File: config.mk
export PLATFORM = sky130hd
export DESIGN_NAME = pipe_ctrl_flat
export DESIGN_NICKNAME = d
export VERILOG_FILES = /design/src/rtl/pipe_ctrl_pkg.sv /design/src/rtl/pipe_ctrl_if.sv /design/src/rtl/pipe_ctrl_sat_counter.sv /design/src/rtl/pipe_ctrl.sv /design/src/flat_wrapper.sv
export SDC_FILE = /design/constraint.sdc
export NUM_CORES = 1
export LEC_CHECK = 0
export CORE_MARGIN = 4
export CORE_UTILIZATION = 45
export CTS_CLUSTER_SIZE = 8
export DETAILED_ROUTE_END_ITERATION = 6
export GPL_TIMING_DRIVEN = 1
export PLACE_DENSITY = 0.88
export SYNTH_ARGS = -nofsm -noshare
export SYNTH_HDL_FRONTEND = slang
export SYNTH_SLANG_ARGS = --single-unit
File: constraint.sdc
create_clock -name i_clk -period 5.39 [get_ports i_clk]
set_clock_uncertainty 0.05 [all_clocks]
set_input_delay 0.539 -clock i_clk [delete_from_list [all_inputs] [get_ports i_clk]]
set_output_delay 0.539 -clock i_clk [all_outputs]
set_load 0.01 [all_outputs]
File: src/rtl/pipe_ctrl_pkg.sv
// Shared pipeline-control defines: FSM encodings and ID/EX control-bundle bit positions.
// The bit positions are also used by the decode stage when it packs the bundle.
package pipe_ctrl_pkg;

  typedef enum logic [1:0] {
    ST_RUN      = 2'd0,
    ST_MEM_WAIT = 2'd1,
    ST_HALT     = 2'd2
  } state_e;

  localparam int CTRL_W          = 16;
  localparam int CTRL_REG_WE     = 15;
  localparam int CTRL_MEM_TO_REG = 4;
  localparam int CTRL_MEM_WE     = 3;

  // A load writes a register from memory and does not write memory.
  function automatic logic is_load(input logic reg_we, input logic mem_to_reg, input logic mem_we);
    return reg_we & mem_to_reg & ~mem_we;
  endfunction

endpackage

File: src/rtl/pipe_ctrl_if.sv
// Hazard inputs and stage controls between the pipeline datapath and pipe_ctrl.
// master = datapath side (drives hazard info), slave = the controller.
interface pipe_ctrl_if #(
  parameter int CNT_W = 32
);
  import pipe_ctrl_pkg::*;

  logic [4:0]        i_id_rs1_addr;
  logic [4:0]        i_id_rs2_addr;
  logic [4:0]        i_idex_rd_addr;
  logic [CTRL_W-1:0] i_idex_ctrl;
  logic              i_ex_redirect;
  logic              i_mem_req;
  logic              i_mem_ack;

  logic              o_pc_stall;
  logic              o_ifid_stall;
  logic              o_ifid_flush;
  logic              o_idex_stall;
  logic              o_idex_flush;
  logic              o_exmem_stall;
  logic              o_memwb_flush;
  logic              o_mem_err;
  logic [1:0]        o_state;
  logic [CNT_W-1:0]  o_stall_cnt;
  logic [CNT_W-1:0]  o_flush_cnt;

  modport master (
    output i_id_rs1_addr, i_id_rs2_addr, i_idex_rd_addr, i_idex_ctrl,
           i_ex_redirect, i_mem_req, i_mem_ack,
    input  o_pc_stall, o_ifid_stall, o_ifid_flush, o_idex_stall, o_idex_flush,
           o_exmem_stall, o_memwb_flush, o_mem_err, o_state, o_stall_cnt, o_flush_cnt
  );

  modport slave (
    input  i_id_rs1_addr, i_id_rs2_addr, i_idex_rd_addr, i_idex_ctrl,
           i_ex_redirect, i_mem_req, i_mem_ack,
    output o_pc_stall, o_ifid_stall, o_ifid_flush, o_idex_stall, o_idex_flush,
           o_exmem_stall, o_memwb_flush, o_mem_err, o_state, o_stall_cnt, o_flush_cnt
  );

endinterface

File: src/rtl/pipe_ctrl_sat_counter.sv
// Saturating up-counter with synchronous clear; holds at all-ones instead of wrapping.
// Registered output, one cycle from inc to count update.
module sat_counter #(
  parameter int WIDTH = 32
) (
  input  logic             clk,
  input  logic             clr,
  input  logic             inc,
  output logic [WIDTH-1:0] count
);

  always_ff @(posedge clk) begin
    if (clr)
      count <= '0;
    else if (inc && (count != '1))
      count <= count + WIDTH'(1);
  end

endmodule

File: src/rtl/pipe_ctrl.sv
// 5-stage pipeline sequencer: load-use, redirect and data-memory wait handling with timeout halt.
// Control outputs are Mealy (same cycle); state, wait counter, error flag and perf counters are registered.
module pipe_ctrl
  import pipe_ctrl_pkg::*;
#(
  parameter int MEM_TIMEOUT = 16,
  parameter int CNT_W       = 32
) (
  input  logic          i_clk,
  input  logic          i_reset,
  pipe_ctrl_if.slave    bus
);

  localparam int                WAIT_W    = (MEM_TIMEOUT > 1) ? $clog2(MEM_TIMEOUT) : 1;
  localparam logic [WAIT_W-1:0] WAIT_LAST = WAIT_W'(MEM_TIMEOUT - 1);

  state_e            state, state_nxt;
  logic [WAIT_W-1:0] wait_cnt, wait_nxt;
  logic              mem_err, mem_err_nxt;

  logic load_in_ex, load_use, mem_busy;
  logic pc_stall, ifid_stall, ifid_flush, idex_stall, idex_flush, exmem_stall, memwb_flush;

  // Only the load-detect bits of the bundle matter here.
  logic unused_ctrl_bits;
  assign unused_ctrl_bits = ^{bus.i_idex_ctrl[14:5], bus.i_idex_ctrl[2:0]};

  assign load_in_ex = is_load(bus.i_idex_ctrl[CTRL_REG_WE],
                              bus.i_idex_ctrl[CTRL_MEM_TO_REG],
                              bus.i_idex_ctrl[CTRL_MEM_WE]);

  // rs2 compared for every format: a spurious stall is cheaper than decoding the format here.
  assign load_use = load_in_ex && (bus.i_idex_rd_addr != 5'd0) &&
                    ((bus.i_idex_rd_addr == bus.i_id_rs1_addr) ||
                     (bus.i_idex_rd_addr == bus.i_id_rs2_addr));

  assign mem_busy = bus.i_mem_req & ~bus.i_mem_ack;

  always_ff @(posedge i_clk) begin
    if (i_reset) begin
      state    <= ST_RUN;
      wait_cnt <= '0;
      mem_err  <= 1'b0;
    end else begin
      state    <= state_nxt;
      wait_cnt <= wait_nxt;
      mem_err  <= mem_err_nxt;
    end
  end

  always_comb begin
    state_nxt   = state;
    wait_nxt    = wait_cnt;
    mem_err_nxt = mem_err;
    pc_stall    = 1'b0;
    ifid_stall  = 1'b0;
    ifid_flush  = 1'b0;
    idex_stall  = 1'b0;
    idex_flush  = 1'b0;
    exmem_stall = 1'b0;
    memwb_flush = 1'b0;

    unique case (state)
      ST_RUN: begin
        if (mem_busy) begin
          state_nxt = ST_MEM_WAIT;
          wait_nxt  = '0;
        end
      end
      ST_MEM_WAIT: begin
        wait_nxt = wait_cnt + WAIT_W'(1);
        if (bus.i_mem_ack) begin
          state_nxt = ST_RUN;
        end else if (wait_cnt == WAIT_LAST) begin
          state_nxt   = ST_HALT;
          mem_err_nxt = 1'b1;
        end
      end
      ST_HALT: state_nxt = ST_HALT;
      default: state_nxt = ST_RUN;
    endcase

    // Redirect is deliberately ignored under mem_busy: EX is frozen so it re-presents on release.
    if (!i_reset) begin
      if ((state == ST_HALT) || mem_busy) begin
        pc_stall    = 1'b1;
        ifid_stall  = 1'b1;
        idex_stall  = 1'b1;
        exmem_stall = 1'b1;
        memwb_flush = 1'b1;
      end else if (bus.i_ex_redirect) begin
        ifid_flush = 1'b1;
        idex_flush = 1'b1;
      end else if (load_use) begin
        pc_stall   = 1'b1;
        ifid_stall = 1'b1;
        idex_flush = 1'b1;
      end
    end
  end

  assign bus.o_pc_stall    = pc_stall;
  assign bus.o_ifid_stall  = ifid_stall;
  assign bus.o_ifid_flush  = ifid_flush;
  assign bus.o_idex_stall  = idex_stall;
  assign bus.o_idex_flush  = idex_flush;
  assign bus.o_exmem_stall = exmem_stall;
  assign bus.o_memwb_flush = memwb_flush;
  assign bus.o_mem_err     = mem_err;
  assign bus.o_state       = state;

  sat_counter #(.WIDTH(CNT_W)) u_stall_cnt (
    .clk   (i_clk),
    .clr   (i_reset),
    .inc   (pc_stall),
    .count (bus.o_stall_cnt)
  );

  sat_counter #(.WIDTH(CNT_W)) u_flush_cnt (
    .clk   (i_clk),
    .clr   (i_reset),
    .inc   (ifid_flush),
    .count (bus.o_flush_cnt)
  );

endmodule
File: src/flat_wrapper.sv
// flat-port wrapper written by rule: the top's interface ports become plain ports
module pipe_ctrl_flat import pipe_ctrl_pkg::*;
#(
  parameter int MEM_TIMEOUT = 16,
  parameter int CNT_W       = 32
)
  (i_clk, i_reset, bus_i_id_rs1_addr, bus_i_id_rs2_addr, bus_i_idex_rd_addr, bus_i_idex_ctrl, bus_i_ex_redirect, bus_i_mem_req, bus_i_mem_ack, bus_o_pc_stall, bus_o_ifid_stall, bus_o_ifid_flush, bus_o_idex_stall, bus_o_idex_flush, bus_o_exmem_stall, bus_o_memwb_flush, bus_o_mem_err, bus_o_state, bus_o_stall_cnt, bus_o_flush_cnt);
  pipe_ctrl_if #(.CNT_W(CNT_W)) bus_i ();
  input  logic i_clk;
  input  logic i_reset;
  input wire logic [$bits(bus_i.i_id_rs1_addr)-1:0] bus_i_id_rs1_addr;
  input wire logic [$bits(bus_i.i_id_rs2_addr)-1:0] bus_i_id_rs2_addr;
  input wire logic [$bits(bus_i.i_idex_rd_addr)-1:0] bus_i_idex_rd_addr;
  input wire logic [$bits(bus_i.i_idex_ctrl)-1:0] bus_i_idex_ctrl;
  input wire logic [$bits(bus_i.i_ex_redirect)-1:0] bus_i_ex_redirect;
  input wire logic [$bits(bus_i.i_mem_req)-1:0] bus_i_mem_req;
  input wire logic [$bits(bus_i.i_mem_ack)-1:0] bus_i_mem_ack;
  output wire logic [$bits(bus_i.o_pc_stall)-1:0] bus_o_pc_stall;
  output wire logic [$bits(bus_i.o_ifid_stall)-1:0] bus_o_ifid_stall;
  output wire logic [$bits(bus_i.o_ifid_flush)-1:0] bus_o_ifid_flush;
  output wire logic [$bits(bus_i.o_idex_stall)-1:0] bus_o_idex_stall;
  output wire logic [$bits(bus_i.o_idex_flush)-1:0] bus_o_idex_flush;
  output wire logic [$bits(bus_i.o_exmem_stall)-1:0] bus_o_exmem_stall;
  output wire logic [$bits(bus_i.o_memwb_flush)-1:0] bus_o_memwb_flush;
  output wire logic [$bits(bus_i.o_mem_err)-1:0] bus_o_mem_err;
  output wire logic [$bits(bus_i.o_state)-1:0] bus_o_state;
  output wire logic [$bits(bus_i.o_stall_cnt)-1:0] bus_o_stall_cnt;
  output wire logic [$bits(bus_i.o_flush_cnt)-1:0] bus_o_flush_cnt;
  assign bus_i.i_id_rs1_addr = bus_i_id_rs1_addr;
  assign bus_i.i_id_rs2_addr = bus_i_id_rs2_addr;
  assign bus_i.i_idex_rd_addr = bus_i_idex_rd_addr;
  assign bus_i.i_idex_ctrl = bus_i_idex_ctrl;
  assign bus_i.i_ex_redirect = bus_i_ex_redirect;
  assign bus_i.i_mem_req = bus_i_mem_req;
  assign bus_i.i_mem_ack = bus_i_mem_ack;
  assign bus_o_pc_stall = bus_i.o_pc_stall;
  assign bus_o_ifid_stall = bus_i.o_ifid_stall;
  assign bus_o_ifid_flush = bus_i.o_ifid_flush;
  assign bus_o_idex_stall = bus_i.o_idex_stall;
  assign bus_o_idex_flush = bus_i.o_idex_flush;
  assign bus_o_exmem_stall = bus_i.o_exmem_stall;
  assign bus_o_memwb_flush = bus_i.o_memwb_flush;
  assign bus_o_mem_err = bus_i.o_mem_err;
  assign bus_o_state = bus_i.o_state;
  assign bus_o_stall_cnt = bus_i.o_stall_cnt;
  assign bus_o_flush_cnt = bus_i.o_flush_cnt;
  pipe_ctrl #(.MEM_TIMEOUT(MEM_TIMEOUT), .CNT_W(CNT_W)) u_core (.i_clk(i_clk), .i_reset(i_reset), .bus(bus_i));
endmodule
# ---- Yosys cells after proc, flatten, opt, wreduce, memory -nomap -nowiden
# Index checks and enable logic that the tools add are counted.
dict set report word_totals {
  input_bits 36
  output_inout_bits 74
  ff_bits 71
  elab_cells 52
}
dict set report op_classes {
  n_reduce_logical 12
  n_eq_ne 9
  n_addsub 3
  bitwise_logic 5
  muxes 18
}
# operator count
set op_table {}
lappend op_table {{$add A32 B1 Y32 const B} 2}
lappend op_table {{$ne A32 B32 Y1 const B} 2}
lappend op_table {{$mux W1} 12}
lappend op_table {{$eq A5 B5 Y1} 2}
lappend op_table {{$pmux W4 S2} 1}
lappend op_table {{$mux W2} 3}
lappend op_table {{$pmux W2 S3} 1}
lappend op_table {{$reduce_bool A5 Y1} 1}
lappend op_table {{$add A4 B1 Y4 const B} 1}
lappend op_table {{$eq A4 B4 Y1 const B} 1}
lappend op_table {{$logic_and A1 B1 Y1} 4}
lappend op_table {{$mux W4} 1}
lappend op_table {{$reduce_and A2 Y1} 2}
lappend op_table {{$and A1 B1 Y1} 3}
lappend op_table {{$ne A3 B2 Y1 const B} 1}
lappend op_table {{$reduce_and A3 Y1} 1}
lappend op_table {{$eq A2 B1 Y1 const B} 1}
lappend op_table {{$eq A2 B2 Y1 const B} 1}
lappend op_table {{$logic_not A2 Y1} 1}
lappend op_table {{$logic_or A1 B1 Y1} 2}
lappend op_table {{$ne A2 B1 Y1 const B} 1}
lappend op_table {{$not A1 Y1} 2}
lappend op_table {{$reduce_bool A2 Y1} 1}

# ---- Depth between registers and ports, before layout
dict set report depth {
  depth_word 9
  depth_mapped 10
}

# ---- By module
# Synthesis repeated with hierarchy kept, for this count alone.
dict set report hier_totals {
  cells_unflattened 461
  hier_area_um2 3867.5
}
# mod area_per_inst_um2 cells_per_inst n_inst seq_area_each_um2
set modules_own_cells {}
lappend modules_own_cells {sat_counter 1674.1 199 2 640.6}
lappend modules_own_cells {pipe_ctrl 519.2 63 1 140.1}

# ---- Least setup slack after synthesis
# No wires, ideal clock.
dict set report synth_path {
  path_type {in2reg}
  from {in bus_i_mem_ack}
  to {reg u_core.u_stall_cnt.count[21]}
  cell_stages 8
  t_arrival_ns 2.261
  path_slack_ns 2.958
  path_buffers 2
  cell_sequence {nand2b_1 a21oi_4 a221oi_2 or3_1 buf_6 buf_6 nor3_1 mux2_2}
}
dict set report synth_via {
  elab_chain_cells 6
}
# item line
set synth_lines {}
lappend synth_lines {{start: declaration} flat_wrapper.sv:17} ;# input wire logic [$bits(bus_i.i_mem_ack)-1:0] bus_i_mem_ack;
lappend synth_lines {{$not A1 Y1} pipe_ctrl.sv:37} ;# assign mem_busy = bus.i_mem_req & ~bus.i_mem_ack;
lappend synth_lines {{$and A1 B1 Y1} pipe_ctrl.sv:37}
lappend synth_lines {{$logic_or A1 B1 Y1} pipe_ctrl.sv:85} ;# if ((state == ST_HALT) || mem_busy) begin
lappend synth_lines {{$mux W1} pipe_ctrl.sv:85}
lappend synth_lines {{$mux W1} pipe_ctrl.sv:84} ;# if (!i_reset) begin
lappend synth_lines {{$logic_and A1 B1 Y1} pipe_ctrl_sat_counter.sv:15} ;# else if (inc && (count != '1))
lappend synth_lines {{end signal: assignment} pipe_ctrl_sat_counter.sv:16} ;# count <= count + WIDTH'(1);
lappend synth_lines {{end: declaration} pipe_ctrl_sat_counter.sv:9} ;# output logic [WIDTH-1:0] count
# Every way passes these cells.
# A chain may end at the register's enable or synchronous reset.

# ---- Worst setup path in the final report
dict set report layout_path {
  from {in bus_i_idex_rd_addr[1]}
  to {out bus_o_ifid_stall}
}
dict set report layout_via {
  elab_chain_cells 7
  elab_cells_between_ends 10
  classes_between {2 x eq/ne; 4 x mux; 4 x reduce/logical}
}
# item line
set layout_lines {}
lappend layout_lines {{start: declaration} flat_wrapper.sv:13} ;# input wire logic [$bits(bus_i.i_idex_rd_addr)-1:0] bus_i_idex_rd_addr;
lappend layout_lines {{$eq A5 B5 Y1 (tied with other cells)} pipe_ctrl.sv:34} ;# ((bus.i_idex_rd_addr == bus.i_id_rs1_addr) ||
lappend layout_lines {{$logic_or A1 B1 Y1 / $logic_and A1 B1 Y1 (equally long branches)} {pipe_ctrl.sv:34, pipe_ctrl.sv:33}}
lappend layout_lines {{$logic_and A1 B1 Y1 (*)} pipe_ctrl.sv:33} ;# assign load_use = load_in_ex && (bus.i_idex_rd_addr != 5'd0) &&
lappend layout_lines {{$mux W1 (*)} pipe_ctrl.sv:94} ;# end else if (load_use) begin
lappend layout_lines {{$mux W1 (*)} pipe_ctrl.sv:91} ;# end else if (bus.i_ex_redirect) begin
lappend layout_lines {{$mux W1 (*)} pipe_ctrl.sv:85}
lappend layout_lines {{$mux W1 (*)} pipe_ctrl.sv:84}
lappend layout_lines {{end: declaration} flat_wrapper.sv:19} ;# output wire logic [$bits(bus_i.o_ifid_stall)-1:0] bus_o_ifid_stall;
# Mark *: on every way between the ends. The rest lies on a longest branch, timed or not.

==> impl_metrics.tcl <==
set metrics [dict create \
    status "completed" \
    setup_violations 0 \
    cts_made_buffers 9 \
    synth_area_leaders "dfxtp_1, xor2_1, nor2_1, xnor2_1, nand4_1" \
    clock_path_buffers 2 \
    synthCells 442 \
    fillCellCount 684 \
    slew_headroom_pct 46.7 \
    placed_cells 624 \
    drc 0 \
    cp.arrival_ns 2.75 \
    path_class "in -> out" \
    area_delta_synth_final_pct 31.0 \
    first_iter_violations 125 \
    endpoint_kind "primary output" \
    place_area_mm2 0.00476 \
    hold_viol 0 \
    die_y_um 99.6 \
    fmax_ghz 0.300 \
    grt_pass1_vias 3558 \
    num_rows 33 \
    async_flop_share_pct 0 \
    die_x_um 99.6 \
    grt_pass1_wl_um 16400 \
    clkTransAtPathRegs_ns 0.07 \
    worst-slew-pin-transition_ns 0.793 \
    nets 569 \
    cts_tree "built" \
    yosys.cell_types.count 54 \
    start_kind "primary input" \
    vias 3623 \
    drv_cap 0 \
    overflow 0 \
    synth_area_mm2 0.00377 \
    synthFlopType "dfxtp_1" \
    power_leakage_uw 0.00164 \
    io_pins 110 \
    layout_commonest_cell "clkdlybuf4s50_1" \
    yosysWarnings 0 \
    initial_core_util_pct 46.2 \
    yosysTopAreaCell "dfxtp_1" \
    post-route-min-period_ns 3.34 \
    hold_path.class "reg -> reg" \
    hold_ws_ns 0.414 \
    core_mm2 0.00818 \
    synth-seq-area-share_pct 37.7 \
    cts_root_buf "clkbuf_8" \
    grt_setup_unrepaired "no" \
    grt_util_all_layers_pct 20.0 \
    io_buffers 96 \
    syn_area_per_cell_um2 8.54 \
    ctsResizeCount 0 \
    routed_via_density 5.68 \
    n_antenna_cell 0 \
    drv_slew 0 \
    htree_num_levels 3 \
    power_density_mw_per_mm2 201 \
    synth_edf_count 0 \
    final_cell_mix "clkdlybuf4s50_1, dfxtp_1, nor2_1" \
    ant_nets 0 \
    postCtsSetupRepairBufs 0 \
    grt_max_degree 72 \
    antenna_found_initial 0 \
    die_area_mm2 0.00992 \
    yosysTopAreaCellShare_pct 37.7 \
    clkLatencyLatePin_ns 0.34 \
    fin_tns_setup_ns 0 \
    holdBufCountCts 0 \
    place_congestion 0.876 \
    crit_required_ns 4.80 \
    fin_crit_sh_pct 61.9 \
    syn_nets 481 \
    hpwl_um 7000 \
    drt_pass1_iterations 4 \
    totalWireLength_um 9720 \
    wl_per_cell_um 15.2 \
    drive_above_1_share_pct 6.57 \
    ir_worst_vdd_uv 112 \
    cts.sinks 71 \
    crit_path_max_fanout 9 \
    ys_seq_elements 71 \
    stdcell_count 638 \
    fin_area_mm2 0.00494 \
]
[cells by family (layout without fill, tap and decap cells)]
group           Yosys count  in the layout  share of synthesized area, %
compound gates           57             57                          9.78
xor+xnor                 40             40                          9.28
fa+ha+maj                 3              3                         0.994
buf+inv                  30            121                          3.94
flops                    71             71                          37.7
mux                      15             15                          4.21
simple gates            226            226                          34.1
[critical path, cell delays in order]
cell and delay (ns):
clkdlybuf4s50_1 0.55, xor2_1 0.25, nor3_4 0.08, a221oi_2 0.65, nor2_1 0.16, clkdlybuf4s50_1 0.52
[metrics by stage]
step           util [%]  setup slack [ns]  power, uW
2_1_floorplan         -              2.96        578
5_1_grt            60.5              1.94       1030
6_report           60.5              2.05        996
3_5_place_dp       58.2              2.00        610
3_3_place_gp       58.2              2.06        608
4_1_cts            60.5              2.03       1000
[power breakdown]
part           switching [uW]  internal, uW  total [uW]
clock network             185           213         397
registers                2.59           527         529
logic                    36.7          32.3        69.0
[Yosys cell counts, types with 10 or more instances]
cell       n
dfxtp_1   71
a21oi_1   23
xnor2_1   16
nor3_1    12
and3_1    10
nand3_1   24
nor2_1    52
clkbuf_1  12
and4_1    10
xor2_1    24
nand2_1   31
or4_1     13
nand4_1   21
[layer usage]
layer	vias up	wire (um)	global-route usage (%)
met2	118	4880	35.2
met1	1737	4130	23.6
met5	-	0	0
met4	0	112	6.72
met3	10	598	5.33
li1	1758	-	-
[area by class of cell]
class | instances | area, um2 | area share [%]
multi-input cells | 341 | 2200 | 44.6
flip-flops and latches | 71 | 1420 | 28.7
repair buffers | 98 | 971 | 19.6
clock buffers | 14 | 183 | 3.69
well taps | 105 | 131 | 2.66
inverters | 9 | 33.8 | 0.683
[flip-flops by register name, summed over array words and instances, names as in the netlist]
signal / flops
u_core.u_flush_cnt.count: 32
u_core.u_stall_cnt.count: 32
u_core.wait_cnt: 4
u_core.bus.o_state: 2
u_core.bus.o_mem_err: 1
[final timing paths]
path	startpoint	endpoint	slack, ns	cells past startpoint
setup / recovery	bus_i_idex_rd_addr[1]	bus_o_ifid_stall	2.05	6
hold reg to reg	u_core.bus.o_mem_err$_SDFFE_PP0P_	u_core.bus.o_mem_err$_SDFFE_PP0P_	0.41	2
hold / removal	u_core.bus.o_mem_err$_SDFFE_PP0P_	u_core.bus.o_mem_err$_SDFFE_PP0P_	0.41	2
setup reg to reg	u_core.u_stall_cnt.count[6]$_SDFFE_PP0P_	u_core.u_stall_cnt.count[13]$_SDFFE_PP0P_	2.58	6
Power figures use the tool's default switching activity.
==> RTL change 1, RTL diff (same flow settings) <==
`MEM_TIMEOUT` is set to 16 in 2 places; all go to 32.
--- a/src/rtl/pipe_ctrl.sv
+++ b/src/rtl/pipe_ctrl.sv
@@ -4,5 +4,5 @@
   import pipe_ctrl_pkg::*;
 #(
-  parameter int MEM_TIMEOUT = 16,
+  parameter int MEM_TIMEOUT = 32,
   parameter int CNT_W       = 32
 ) (
--- a/src/flat_wrapper.sv
+++ b/src/flat_wrapper.sv
@@ -2,5 +2,5 @@
 module pipe_ctrl_flat import pipe_ctrl_pkg::*;
 #(
-  parameter int MEM_TIMEOUT = 16,
+  parameter int MEM_TIMEOUT = 32,
   parameter int CNT_W       = 32
 )
Check against the original RTL: no difference found for any inputs over 10 cycles, from zero or initial values and one cycle with i_reset high; that may be too few to reach the edited logic, so the function may still have changed.
==> RTL change 1 against the original RTL <==
Utilization is essentially flat. Sequential cell count grew 1. Cell area grew 1.6%. Setup slack lost 0.097 ns. Via count grew 3.9%. Power grew 8.3%. Global-route usage is essentially flat. Area after synthesis grew 2.5%. Fmax shrank 2.8%. Wire length grew 3.4%. Die area grew 2.3%. Critical path type unchanged. Critical endpoint is now bus_o_pc_stall. Largest cell class unchanged. Highest routed layer unchanged.
==> RTL change 1: results (changes against the original RTL) <==
Netlist cell types 51 (-5.6%); Post-layout nets 577 (+1.4%); largest net degree at the start of global routing 51 (-29%); fillcell total 695 (+1.6%); Max FO, Critical Path 12 (+3); via count 3765 (+3.9%); status finished clean; CP arrival 2.84 ns (+0.09 ns); top post-synthesis cells by area dfxtp_1, nor2_1, xor2_1; first-pass GRT wire length 16900 µm (+3.1%); post-synth top area share 0.373 (-0.00384); Routed WL 10000 µm (+3.4%); Largest regs u_core.u_flush_cnt.count x32, u_core.u_stall_cnt.count x32, u_core.wait_cnt x5; Post-DP HPWL 7110 µm (+1.6%); vias in the first global route 3689 (+3.7%); post-synthesis adder-cell area fraction 0.0129 (+0.00300); Compound-Gate Fraction of Synth Area 0.117 (+0.0193); CP peak stage delay 0.56 ns (-0.09 ns); Synth Area in XOR/XNOR 0.0838 (-0.00902); measured slew at the worst slew-check pin 0.974 ns (+0.181 ns); Total Routing Usage GR 0.201 (+0.000341); Placer Congestion 0.820 (-6.4%); Lkg Pwr 0.00166 µW (+1.1%); share of post-route cells with drive strength above 1 0.0535 (-0.0122); post-synthesis sequential area ratio 0.373 (-0.00384)
-- RTL change 1: final timing paths --
path	startpoint	endpoint	slack, ns
min	u_core.bus.o_mem_err	u_core.bus.o_mem_err	0.42
max reg2reg	u_core.u_stall_cnt.count[0]	u_core.u_stall_cnt.count[18]	2.28
min reg2reg	u_core.bus.o_mem_err	u_core.bus.o_mem_err	0.42
max	bus_i_idex_rd_addr[0]	bus_o_pc_stall	1.96
-- RTL change 1: where the power goes --
part	total [µW]	switching (µW)	internal, µW	leakage (µW)
clock	472	211	261	0.000110
sequential	538	3.81	534	0.000580
combinational	67.8	34.8	32.9	0.000972
total	1080	249	829	0.00166
-- RTL change 1: metal layers --
metal,GRT usage,routed length [µm]
met3,0.0415,607
met1,0.247,4230
met4,0.0746,135
met2,0.344,5080
met5,0,0
-- RTL change 1: through the flow --
step	hold WS, ns	instances	power (µW)
final	0.425	647	1080
after global routing	0.461	647	1120
after CTS	0.427	647	1090
after detailed placement	0.414	631	619
after global placement	0.390	631	617
after floorplan	0.420	458	585
-- RTL change 1: layout make-up --
class                           count  area, µm²  area share
Clock buffer                        9        124      0.0247
Clock inverter                      7       95.1      0.0189
Sequential cell                    72       1440       0.287
Inverter                            9       33.8     0.00673
Tap cell                          105        131      0.0262
Timing Repair Buffer               98        971       0.193
Multi-Input combinational cell    347       2230       0.443
-- RTL change 1: tightest hold or removal path, delay by kind of cell (launching register included) --
| family | cells | cell delay (ns) |
|---|---|---|
| flops | 1 | 0.32 |
| buf+inv | 1 | 0.06 |
| compound gates | 1 | 0.05 |
-- RTL change 1: kinds of logic after synthesis --
kind of cell	Yosys count
AOI/OAI and AO/OA	67
and+or+nand+nor	228
buffers and inverters	39
muxes	11
DFF	72
xor gates and xnor gates	37
adders and majority gates	4
==> RTL change 2, RTL diff (same flow settings) <==
Made on the original files. Make the reset (`i_reset`) asynchronous in one clocked block.
--- a/src/rtl/pipe_ctrl.sv
+++ b/src/rtl/pipe_ctrl.sv
@@ -37,5 +37,5 @@
   assign mem_busy = bus.i_mem_req & ~bus.i_mem_ack;
 
-  always_ff @(posedge i_clk) begin
+  always_ff @(posedge i_clk or posedge i_reset) begin
     if (i_reset) begin
       state    <= ST_RUN;
Behaviour: differs if i_reset is asserted again (counterexample within 4 cycles, from zero or initial values and one cycle with i_reset high); with i_reset held inactive, the same outputs for 10 cycles.
==> RTL change 2 against the original RTL <==
Power is 7.2% higher. Wire length decreased by 0.37%. Sequential cell count is the same. Highest routed layer unchanged. Area after synthesis shrank 2.9%. Largest cell class unchanged. Count of clock-buffer cells in the layout down 3. Cell area shrank 1.9%. Sequential power rose by 4%. Largest power group unchanged. Setup slack lost 0.30 ns.
==> RTL change 2: results (changes against the original RTL) <==
depth of the worst register-to-register path 5 (-1); CP arrival 3.04 ns (+0.29 ns); worst r2r dst u_core.u_flush_cnt.count[0]; top post-synthesis cells by area dfxtp_1, xor2_1, nor2_1; Sw Share 0.248 (+0.0232); Mapped Nets 474 (-1.5%); Pre-Repair DR Iteration Count 5 (+1); share of post-route cells with drive strength above 1 0.0549 (-0.0107); Post-layout nets 562 (-1.2%); Netlist cell types 53 (-1.9%); vias in the first global route 3455 (-2.9%); Post-synth ARST share 0.0986 (+0.0986); CP peak stage delay 0.58 ns (-0.07 ns); reg2reg setup slack 2.84 ns (+0.26 ns); measured slew at the worst slew-check pin 0.780 ns (-0.0125 ns); first-pass GRT wire length 16300 µm (-1.0%); Routed WL 9680 µm (-0.37%); Placer Congestion 0.859 (-2.0%); Hold Crit Class input pin to async pin; vias per inst 5.68 (about the same); maximum VDD drop 0.179 mV (+59%); status finished clean; top cells by count, synth dfxtp_1, nor2_1, nand3_1; post-synthesis sequential area ratio 0.397 (+0.0207); Total Routing Usage GR 0.202 (+0.00176); cell with the largest stage delay on the worst path or4_1; largest net degree at the start of global routing 56 (-22%); Post-DP HPWL 7050 µm (+0.69%); worst r2r src u_core.u_flush_cnt.count[13]
## RTL change 2: cell count changes after synthesis, sizes merged, moves of 6 or more
cell and change:
xor2 +6, o21ai +7, nand3 +6, xnor2 -6
dfxtp -7, nor4 -6, nor2 -6, dfrtp +7
## RTL change 2: logic make-up after synthesis
group / count (synthesis) / share of synthesized area
and+or+nand+nor: 210 / 0.312
AOI/OAI and AO/OA: 73 / 0.126
DFF: 71 / 0.397
xor gates and xnor gates: 40 / 0.0956
buffers and inverters: 32 / 0.0413
muxes: 6 / 0.0174
adders and majority gates: 3 / 0.0102
## RTL change 2: cell type report
type / count / share of cell area
Sequential cell: 71 / 0.300
Clock buffer: 11 / 0.0292
Timing Repair Buffer: 97 / 0.199
Inverter: 12 / 0.00929
Tap cell: 102 / 0.0263
Multi-Input combinational cell: 332 / 0.425
Clock inverter: 5 / 0.0116
## RTL change 2: metal layers
metal / part of all wire / wire length, µm / track usage
met2: 0.48 / 4680 / 0.340
met3: 0.059 / 574 / 0.0450
met4: 0.015 / 145 / 0.0735
met5: 0 / 0 / 0
met1: 0.44 / 4280 / 0.255
## RTL change 2: power by group through the flow
stage	Combinational (µW)	Sequential (µW)	Clock, µW
final	84.8	548	434
after global routing	94.3	551	460
after CTS	85.3	548	441
after detailed placement	85.0	561	0
after global placement	81.3	559	0
after floorplan	47.2	558	0
## RTL change 2: metrics by stage
stage / instances / util / hold slack [ns] / cell area [µm²]
global placement: 614 / 0.596 / 0.419 / 4650
finish: 630 / 0.621 / 0.313 / 4850
detailed placement: 614 / 0.596 / 0.432 / 4650
floorplan: 435 / - / 0.425 / 3670
global route: 630 / 0.621 / 0.347 / 4850
CTS: 630 / 0.621 / 0.327 / 4850
## RTL change 2: worst max path at each step
stage	start	to	slack, ns
after global routing	bus_i_idex_rd_addr[3]	bus_o_pc_stall	1.58
after CTS	bus_i_idex_rd_addr[0]	bus_o_pc_stall	1.76
after floorplan	bus_i_idex_rd_addr[0]	bus_o_pc_stall	2.88
after detailed placement	bus_i_idex_rd_addr[0]	bus_o_pc_stall	1.76
after global placement	bus_i_idex_rd_addr[0]	bus_o_pc_stall	1.81
final	bus_i_idex_rd_addr[0]	bus_o_pc_stall	1.76
